===== src/rtl/gol_pkg.sv =====
// Shared definitions for the Game-of-Life grid loader and simulation core:
// grid size defaults, frame length derivation and the loader state encoding.
package gol_pkg;

   localparam int unsigned CELLS_X_DEF = 32;
   localparam int unsigned CELLS_Y_DEF = CELLS_X_DEF / 16 * 9;

   // One bit per cell, packed eight cells per byte.
   function automatic int unsigned bytes_per_frame(input int unsigned cx,
                                                   input int unsigned cy);
      return cy * cx / 8;
   endfunction

   typedef enum logic [1:0] {
      LdIdle,
      LdLoad,
      LdCommit
   } loader_state_e;

endpackage


===== src/rtl/gol_shadow_buf.sv =====
// Byte-addressed shadow copy of the cell grid; the whole grid is readable in parallel.
module gol_shadow_buf
   import gol_pkg::*;
#(
   parameter int unsigned CELLS_X = CELLS_X_DEF,
   parameter int unsigned CELLS_Y = CELLS_Y_DEF,
   parameter int unsigned AW      = 7
) (
   input  logic                            clk,
   input  logic                            we,
   input  logic [AW-1:0]                   addr,
   input  logic [7:0]                      wdata,
   output logic [CELLS_Y-1:0][CELLS_X-1:0] rdata
);

   localparam int unsigned BPF = bytes_per_frame(CELLS_X, CELLS_Y);

   // Byte k lands on flat bits 8k+7..8k, which is exactly row-major, LSB-first.
   logic [BPF-1:0][7:0] mem;

   always_ff @(posedge clk) begin
      if (we) begin
         mem[addr] <= wdata;
      end
   end

   assign rdata = mem;

endmodule


===== src/rtl/grid_loader.sv =====
// Streams a bit-packed pattern frame into a shadow buffer and commits it to grid atomically.
// Optional GRID_LOADER_CHECKSUM_EN appends an XOR checksum byte that gates the commit.
module grid_loader
   import gol_pkg::*;
#(
   parameter int unsigned CELLS_X = CELLS_X_DEF,
   parameter int unsigned CELLS_Y = CELLS_Y_DEF
) (
   input  logic                            clk,
   input  logic                            rst,
   input  logic                            s_valid,
   output logic                            s_ready,
   input  logic [7:0]                      s_data,
   input  logic                            s_sof,
   output logic [CELLS_Y-1:0][CELLS_X-1:0] grid,
   output logic                            overwrite,
   output logic                            busy,
   output logic                            err
);

   localparam int unsigned BPF = bytes_per_frame(CELLS_X, CELLS_Y);
   localparam int unsigned KW  = $clog2(BPF + 2);
   localparam int unsigned AW  = (BPF > 1) ? $clog2(BPF) : 1;
`ifdef GRID_LOADER_CHECKSUM_EN
   localparam int unsigned NBYTES = BPF + 1;
`else
   localparam int unsigned NBYTES = BPF;
`endif
   localparam logic [KW-1:0] LAST = KW'(NBYTES - 1);

   loader_state_e                   state;
   logic [KW-1:0]                   k;
   logic                            accept;
   logic                            wr_en;
   logic [AW-1:0]                   wr_addr;
   logic [CELLS_Y-1:0][CELLS_X-1:0] shadow;
`ifdef GRID_LOADER_CHECKSUM_EN
   logic [7:0]                      csum;
`endif

   assign s_ready = (state != LdCommit);
   assign busy    = (state != LdIdle);
   assign accept  = s_valid && s_ready;

   // The checksum byte (index BPF) never reaches the shadow.
   always_comb begin
      wr_en   = 1'b0;
      wr_addr = '0;
      if (!rst && accept && s_sof) begin
         wr_en = 1'b1;
      end else if (!rst && accept && state == LdLoad && k < KW'(BPF)) begin
         wr_en   = 1'b1;
         wr_addr = AW'(k);
      end
   end

   gol_shadow_buf #(
      .CELLS_X (CELLS_X),
      .CELLS_Y (CELLS_Y),
      .AW      (AW)
   ) u_shadow (
      .clk   (clk),
      .we    (wr_en),
      .addr  (wr_addr),
      .wdata (s_data),
      .rdata (shadow)
   );

   always_ff @(posedge clk) begin
      if (rst) begin
         state     <= LdIdle;
         k         <= '0;
         grid      <= '0;
         overwrite <= 1'b0;
         err       <= 1'b0;
`ifdef GRID_LOADER_CHECKSUM_EN
         csum      <= '0;
`endif
      end else begin
         overwrite <= 1'b0;
         err       <= 1'b0;
         case (state)
            LdIdle: begin
               if (accept && s_sof) begin
                  k     <= KW'(1);
                  state <= (LAST == '0) ? LdCommit : LdLoad;
`ifdef GRID_LOADER_CHECKSUM_EN
                  csum  <= s_data;
`endif
               end
            end
            LdLoad: begin
               if (accept) begin
                  if (s_sof) begin
                     k    <= KW'(1);
                     err  <= 1'b1;
`ifdef GRID_LOADER_CHECKSUM_EN
                     csum <= s_data;
`endif
                  end else if (k == LAST) begin
                     k <= '0;
`ifdef GRID_LOADER_CHECKSUM_EN
                     if (s_data == csum) begin
                        state <= LdCommit;
                     end else begin
                        err   <= 1'b1;
                        state <= LdIdle;
                     end
`else
                     state <= LdCommit;
`endif
                  end else begin
                     k <= k + KW'(1);
`ifdef GRID_LOADER_CHECKSUM_EN
                     csum <= csum ^ s_data;
`endif
                  end
               end
            end
            LdCommit: begin
               grid      <= shadow;
               overwrite <= 1'b1;
               k         <= '0;
               state     <= LdIdle;
            end
            default: state <= LdIdle;
         endcase
      end
   end

endmodule


===== config.mk =====
export PLATFORM = sky130hd
export DESIGN_NAME = grid_loader
export DESIGN_NICKNAME = d
export VERILOG_FILES = /design/src/rtl/gol_pkg.sv /design/src/rtl/gol_shadow_buf.sv /design/src/rtl/grid_loader.sv
export SDC_FILE = /design/constraint.sdc
export NUM_CORES = 1
export LEC_CHECK = 0
export ABC_CLOCK_PERIOD_IN_PS = 4100
export CAP_MARGIN = 40
export CORE_MARGIN = 3
export CORE_UTILIZATION = 40
export DETAILED_ROUTE_END_ITERATION = 7
export MAX_ROUTING_LAYER = met4
export SLEW_MARGIN = 25
export SYNTH_ARGS = -nofsm -noshare
export SYNTH_HDL_FRONTEND = slang
export SYNTH_HIERARCHICAL = 1
export SYNTH_SLANG_ARGS = --single-unit

===== constraint.sdc =====
create_clock -name clk -period 4.1 [get_ports clk]
set_input_delay 0.82 -clock clk [delete_from_list [all_inputs] [get_ports clk]]
set_output_delay 0.82 -clock clk [all_outputs]
set_load 0.05 [all_outputs]

==> reports/summary.txt, run 1 <==
Top cells by count, synth - nor2_1 (653), dfxtp_1 (587), edfxtp_1 (576), mux2i_1 (576), clkbuf_1 (83)
Critical Path Most Common Cell - inv_1
Async set-reset flop share out of synthesis - 0
CTS Buffer Depth - 3
Standard-cell row count - 113
Setup crit start - state[1]
Worst path cell trace - inv_1 > ha_1 > inv_1 > or4_1 > a21oi_1 > and2_1 > or4b_1 > nor2_1 > buf_4
IO Count - 592
Post-synth net total - 2646
WP buf/inv - 3
Port Buffers - 591
Post-DP HPWL - 70080 um
Area of the die - 100100 um2
Critical path capture point - u_shadow/rdata[185]
VDD IR max - 0.4452 mV
Crit path kind - register to register
Total GRT Usage - 0.2163
Clock latency on the worst-skew pair - 0.69 ns
Actual slew at the worst max-slew pin - 1.080 ns
Die span in x - 316.4 um
Pint - 20890 uW
Post-DR wirelength/cell - 23.06 um
Top post-synthesis cells by area - edfxtp_1 (45%), dfxtp_1 (30%), mux2i_1 (15%)
DRC - 0
Seq/Total Area, Yosys - 0.7539
CP Capture Type - register
Count leader, synth - nor2_1
Slowest stage delay, CP - 0.77 ns
Final Max Tran Viols - 0
CTS H-tree lvls - 3
Initial antenna violation count - 1
Avg Vias per Cell - 4.881
Synth-to-Final Area Change - 30.74%
Reg2reg setup slack - 0.55 ns
Grt met2 use - 0.3571
Hold Buf Count CTS - 0
Relative slew margins - 0.2802
Critical Path RT - 4.48 ns
WL final - 107700 um
Post-synth EDFFs - 576
Top-area cell type share of the netlist area - 0.4489
YS warnings - 6
Power share of the combinational group - 0.189
PD cells - 582.6 nW/um2
CP Max Fanout - 9
Largest net degree at the start of global routing - 176
Flops & latches, synth - 1163
Critical path arrival - 3.93 ns
Sequential Power Share - 0.452
Vias in the first global route - 23020
Clock root cell - clkbuf_16
Mapped Area - 38530 um2
DR pass1 iterations - 7
Critical Path Stages - 9
Yosys top cell by area - edfxtp_1
Hold violation count in the final report - 0
Clock power frac - 0.359
Final period utilization - 0.8651
Max-Cap Viols - 0
Fraction of layout instances using a drive strength above 1 - 0.08664
Antenna Nets Post-Route - 0
Met1 usage - 0.2620
Nets - 3322
Status - finished clean
DR vias - 22800
Met3 usage - 0.06143
Layout fillers - 7962
Delay-heaviest family, CP - simple AND/OR/NAND/NOR gates
Clock skew - 0.01909 ns
Initial Util - 0.4043
Post-synth top flop - dfxtp_1
Worst reg2reg path startpoint - state[1]
Post-route minimum period - 3.547 ns
Startpoint Class - register
RSZ-0062 raised after global routing - no
Max frequency - 0.2819 GHz
CTS tree - done
Register clock-pin slew on the reported worst setup and hold paths - 0.06 ns
CTS buffer count - 114
RR Endpoint - u_shadow/rdata[185]
First DRT Iteration DRCs - 1574
Leak pwr - 0.01660 uW
Reg2Reg Depth - 9
Sw Ratio - 0.2881
Slowest cell on the critical path - or4b_1
Syn Area/Cell - 14.66 um2
Post-Route Setup TNS - 0 ns
Cells after Synth - 2628
Post-CTS Resized - 0
Die height - 316.4 um
GRT busiest layer - met2
Final setup fails - 0
Utilization after layout - 0.5287
Netlist cell types - 35
Total congestion overflow - 0
Final Wtd Congestion - 0.8055
Post-CTS setup buffers - 0
Switch Pwr - 8455 uW
First-pass GRT wire length - 154800 um
Hold Path Class - register to register
Clock Sinks - 1163
Core area - 95290 um2
## power by group through the flow
stage,logic (uW),registers (uW),clock network (uW)
2_1_floorplan,1670,15400,0
3_3_place_gp,5450,13500,0
3_5_place_dp,5570,13500,0
4_1_cts,5590,13300,10800
5_1_grt,5840,13300,11200
6_report,5550,13300,10500
## stage by stage
step                      instance area (um2)  power [uW]  instances  setup WS [ns]  hold slack (ns)
final                                   50380       29350       4671         0.5531           0.4764
after global routing                    50380       30400       4670         0.2866           0.4945
after CTS                               50330       29620       4668         0.5372           0.4793
after detailed placement                46500       19080       4451        0.02174           0.4721
after global placement                  46270       18940       4442         0.1016           0.4619
after floorplan                         38530       17070       2628         0.9141           0.4563
## state kept, by name, summed over array words and instances, names as in the netlist
signal	cells
err	1
grid	576
overwrite	1
state	2
k	7
u_shadow/rdata	576
## cell usage in the layout (no fill, tap or decap), types with 5 or more instances in the layout
| cell type | synthesis | final |
|---|---|---|
| inv_1 | 6 | 6 |
| buf_16 | 0 | 8 |
| clkinv_1 | 0 | 13 |
| clkbuf_16 | 0 | 117 |
| and2_1 | 7 | 7 |
| clkdlybuf4s50_1 | 0 | 582 |
| buf_4 | 0 | 106 |
| clkbuf_1 | 83 | 37 |
| mux2i_1 | 576 | 576 |
| nand2_1 | 5 | 5 |
| dfxtp_1 | 587 | 587 |
| nand4bb_1 | 7 | 7 |
| edfxtp_1 | 576 | 576 |
| buf_12 | 0 | 9 |
| clkbuf_8 | 0 | 15 |
| nand4b_1 | 5 | 5 |
| a21oi_1 | 9 | 9 |
| ha_1 | 6 | 5 |
| nor2_1 | 653 | 653 |
| clkinv_2 | 0 | 16 |
| bufinv_16 | 0 | 11 |
| or4b_1 | 6 | 6 |
## worst min path at each step
stage                         from        end  slack (ns)  cells past startpoint
5_1_grt        u_shadow/rdata[269]  grid[269]        0.49                      2
6_report       u_shadow/rdata[575]  grid[575]        0.48                      2
3_3_place_gp   u_shadow/rdata[492]  grid[492]        0.46                      2
2_1_floorplan   u_shadow/rdata[36]   grid[36]        0.46                      2
4_1_cts        u_shadow/rdata[575]  grid[575]        0.48                      2
3_5_place_dp    u_shadow/rdata[16]   grid[16]        0.47                      2
## final cells by class
class / count / area, um2 / area share
inverter: 6 / 22.52 / 0.0004470
timing repair buffer: 707 / 7048 / 0.1399
clock inverter: 48 / 553.0 / 0.01098
multi-input combinational: 1312 / 8848 / 0.1756
sequential: 1163 / 29050 / 0.5766
antenna: 1 / 2.502 / 0.00004967
clock buffer: 169 / 3273 / 0.06497
tap: 1265 / 1583 / 0.03142
## per-layer routing
metal,vias up,wire length [um],part of all wire
met4,0,2643,0.025
met2,668,52950,0.49
met1,11400,44060,0.41
met3,161,8077,0.075
li1,10570,-,-
met5,-,0,0
## cell families after synthesis
family          after synthesis  share of synthesized area
compound gates               20                   0.003052
xor+xnor                      2                  0.0004547
fa+ha+maj                     6                   0.001948
buf+inv                     153                    0.01682
flops                      1163                     0.7539
mux                         576                     0.1496
simple gates                708                    0.07423
## worst reg2reg max path, cell delays in order, from the launching register on
cell     delay (ns)
dfxtp_1        0.33
inv_1          0.14
ha_1           0.25
inv_1          0.11
or4_1          0.52
a21oi_1        0.36
and2_1         0.33
or4b_1         0.77
nor2_1         0.24
buf_4          0.20
(Power assumes the default switching activity.)
==> inputs of run 2 (changes only) <==
Settings changed: CORE_ASPECT_RATIO from default to 1.4.
==> reports/summary.txt, run 2 (same netlist as run 1, synthesis figures left out) <==
Status - finished clean
Max frequency - 0.2610 GHz
Dpl ws - 0.1036 ns
DRC - 0
CP Capture Type - output pin
Total congestion overflow - 0
CTS Buffer Depth - 3
VDD IR max - 0.3473 mV
Design area - 50120 um2
Fraction of layout instances using a drive strength above 1 - 0.08973
Antenna Nets Post-Route - 0
Final worst slack - 0.2685 ns
Register clock-pin slew on the reported worst setup and hold paths - 0.07 ns
Hold depth - 2
Worst Hold Launch - u_shadow/rdata[262]
Core area - 95400 um2
Worst reg2reg path startpoint - state[1]
Total GRT Usage - 0.2151
Port Buffers - 591
IO Count - 592
Placed Area - 46360 um2
Standard-cell row count - 134
Post-DR wirelength/cell - 23.14 um
Clock root cell - clkbuf_16
Die span in x - 268.3 um
Most frequent cells in the layout - nor2_1 (653), dfxtp_1 (587), clkdlybuf4s50_1 (582), mux2i_1 (576), edfxtp_1 (576)
CP Max Fanout - 136
Hold Path Class - register to register
Reg2reg setup slack - 0.58 ns
Pwr Total - 29000 uW
Delay-heaviest family, CP - buffers and inverters
Sequential Area - 29050 um2
Leak pwr - 0.01653 uW
First DRT Iteration DRCs - 1493
Commonest non-fill, non-tap cell in the layout - nor2_1
CTS tree - done
Hold Buf Count CTS - 0
Startpoint Class - register
Final Max Tran Viols - 0
Die height - 373.2 um
Nets - 3313
Largest net degree at the start of global routing - 209
WL final - 106700 um
RSZ-0062 raised after global routing - no
Post-DP HPWL - 70270 um
Crit path kind - register to output pin
RR Endpoint - u_shadow/rdata[533]
Initial Util - 0.4039
Clock skew - 0.02551 ns
Critical Path Most Common Cell - inv_1
Synth-to-Final Area Change - 30.08%
Max-Cap Viols - 0
Actual slew at the worst max-slew pin - 1.076 ns
Post-Route Setup TNS - 0 ns
Number of diodes - 0
Slowest stage delay, CP - 0.75 ns
Critical Path RT - 3.28 ns
Final setup fails - 0
Layout fillers - 7838
Post-CTS Resized - 0
Clock latency on the worst-skew pair - 0.66 ns
Hold violation count in the final report - 0
Vias in the first global route - 23070
First-pass GRT wire length - 154600 um
Clock Sinks - 1163
Multi-input logic area - 8848 um2
Worst hold endpoint - grid[262]
Reg2Reg Depth - 9
Slowest cell on the critical path - clkdlybuf4s50_1
CTS buffer count - 106
Worst path cell trace - inv_1 > ha_4 > buf_12 > inv_1 > clkdlybuf4s50_1
PD cells - 578.7 nW/um2
Critical path arrival - 3.01 ns
Post-CTS setup buffers - 0
Final Wtd Congestion - 0.8231
Avg Vias per Cell - 4.911
Relative slew margins - 0.2825
WP buf/inv - 4
Post-route minimum period - 3.831 ns
DR pass1 iterations - 5
Final period utilization - 0.9345
CTS H-tree lvls - 3
Area of the die - 100100 um2
Initial antenna violation count - 4
DR vias - 22650
==> run 2: how the worst max path moves through the flow <==
stage / slack [ns] / cells past startpoint / endpoint / startpoint
6_report: 0.27 / 5 / s_ready / state[0]
5_1_grt: 0.10 / 5 / s_ready / state[0]
4_1_cts: 0.24 / 5 / s_ready / state[0]
3_5_place_dp: 0.10 / 8 / u_shadow/rdata[111] / s_valid
3_3_place_gp: 0.14 / 8 / u_shadow/rdata[72] / s_valid
2_1_floorplan: 0.91 / 6 / u_shadow/rdata[152] / s_sof
==> run 2: cell type report <==
| class | count | area share |
|---|---|---|
| Inverter | 6 | 0.0004493 |
| Multi-Input combinational cell | 1312 | 0.1765 |
| Tap cell | 1224 | 0.03056 |
| Timing Repair Buffer | 706 | 0.1394 |
| Clock buffer | 138 | 0.05929 |
| Sequential cell | 1163 | 0.5796 |
| Clock inverter | 63 | 0.01415 |
==> run 2: worst reg2reg max path, stage by stage (launching register included) <==
cell,delay [ns]
dfxtp_1,0.34
inv_1,0.15
ha_1,0.25
inv_1,0.11
or4_1,0.54
a21oi_1,0.37
and2_1,0.31
or4b_1,0.75
nor2_1,0.23
buf_4,0.20
==> run 2: stage by stage <==
| stage | hold WS [ns] | std cells | util |
|---|---|---|---|
| 6_report | 0.4715 | 4612 | 0.5254 |
| 5_1_grt | 0.4993 | 4612 | 0.5254 |
| 4_1_cts | 0.4830 | 4609 | 0.5246 |
| 3_5_place_dp | 0.4707 | 4408 | 0.4860 |
| 3_3_place_gp | 0.4621 | 4405 | 0.4851 |
| 2_1_floorplan | 0.4563 | 2628 | - |
==> run 2: layer usage <==
layer	GRT usage	routed length, um	up-vias
met5	-	0	-
li1	-	-	10560
met2	0.3753	55370	705
met4	0.07155	3411	0
met1	0.2417	41070	11230
met3	0.04999	6873	156
==> run 2: where the power goes <==
part | switching [uW] | internal, uW
combinational | 3630 | 1860
clock | 4270 | 5960
sequential | 487 | 12800
total | 8390 | 20600
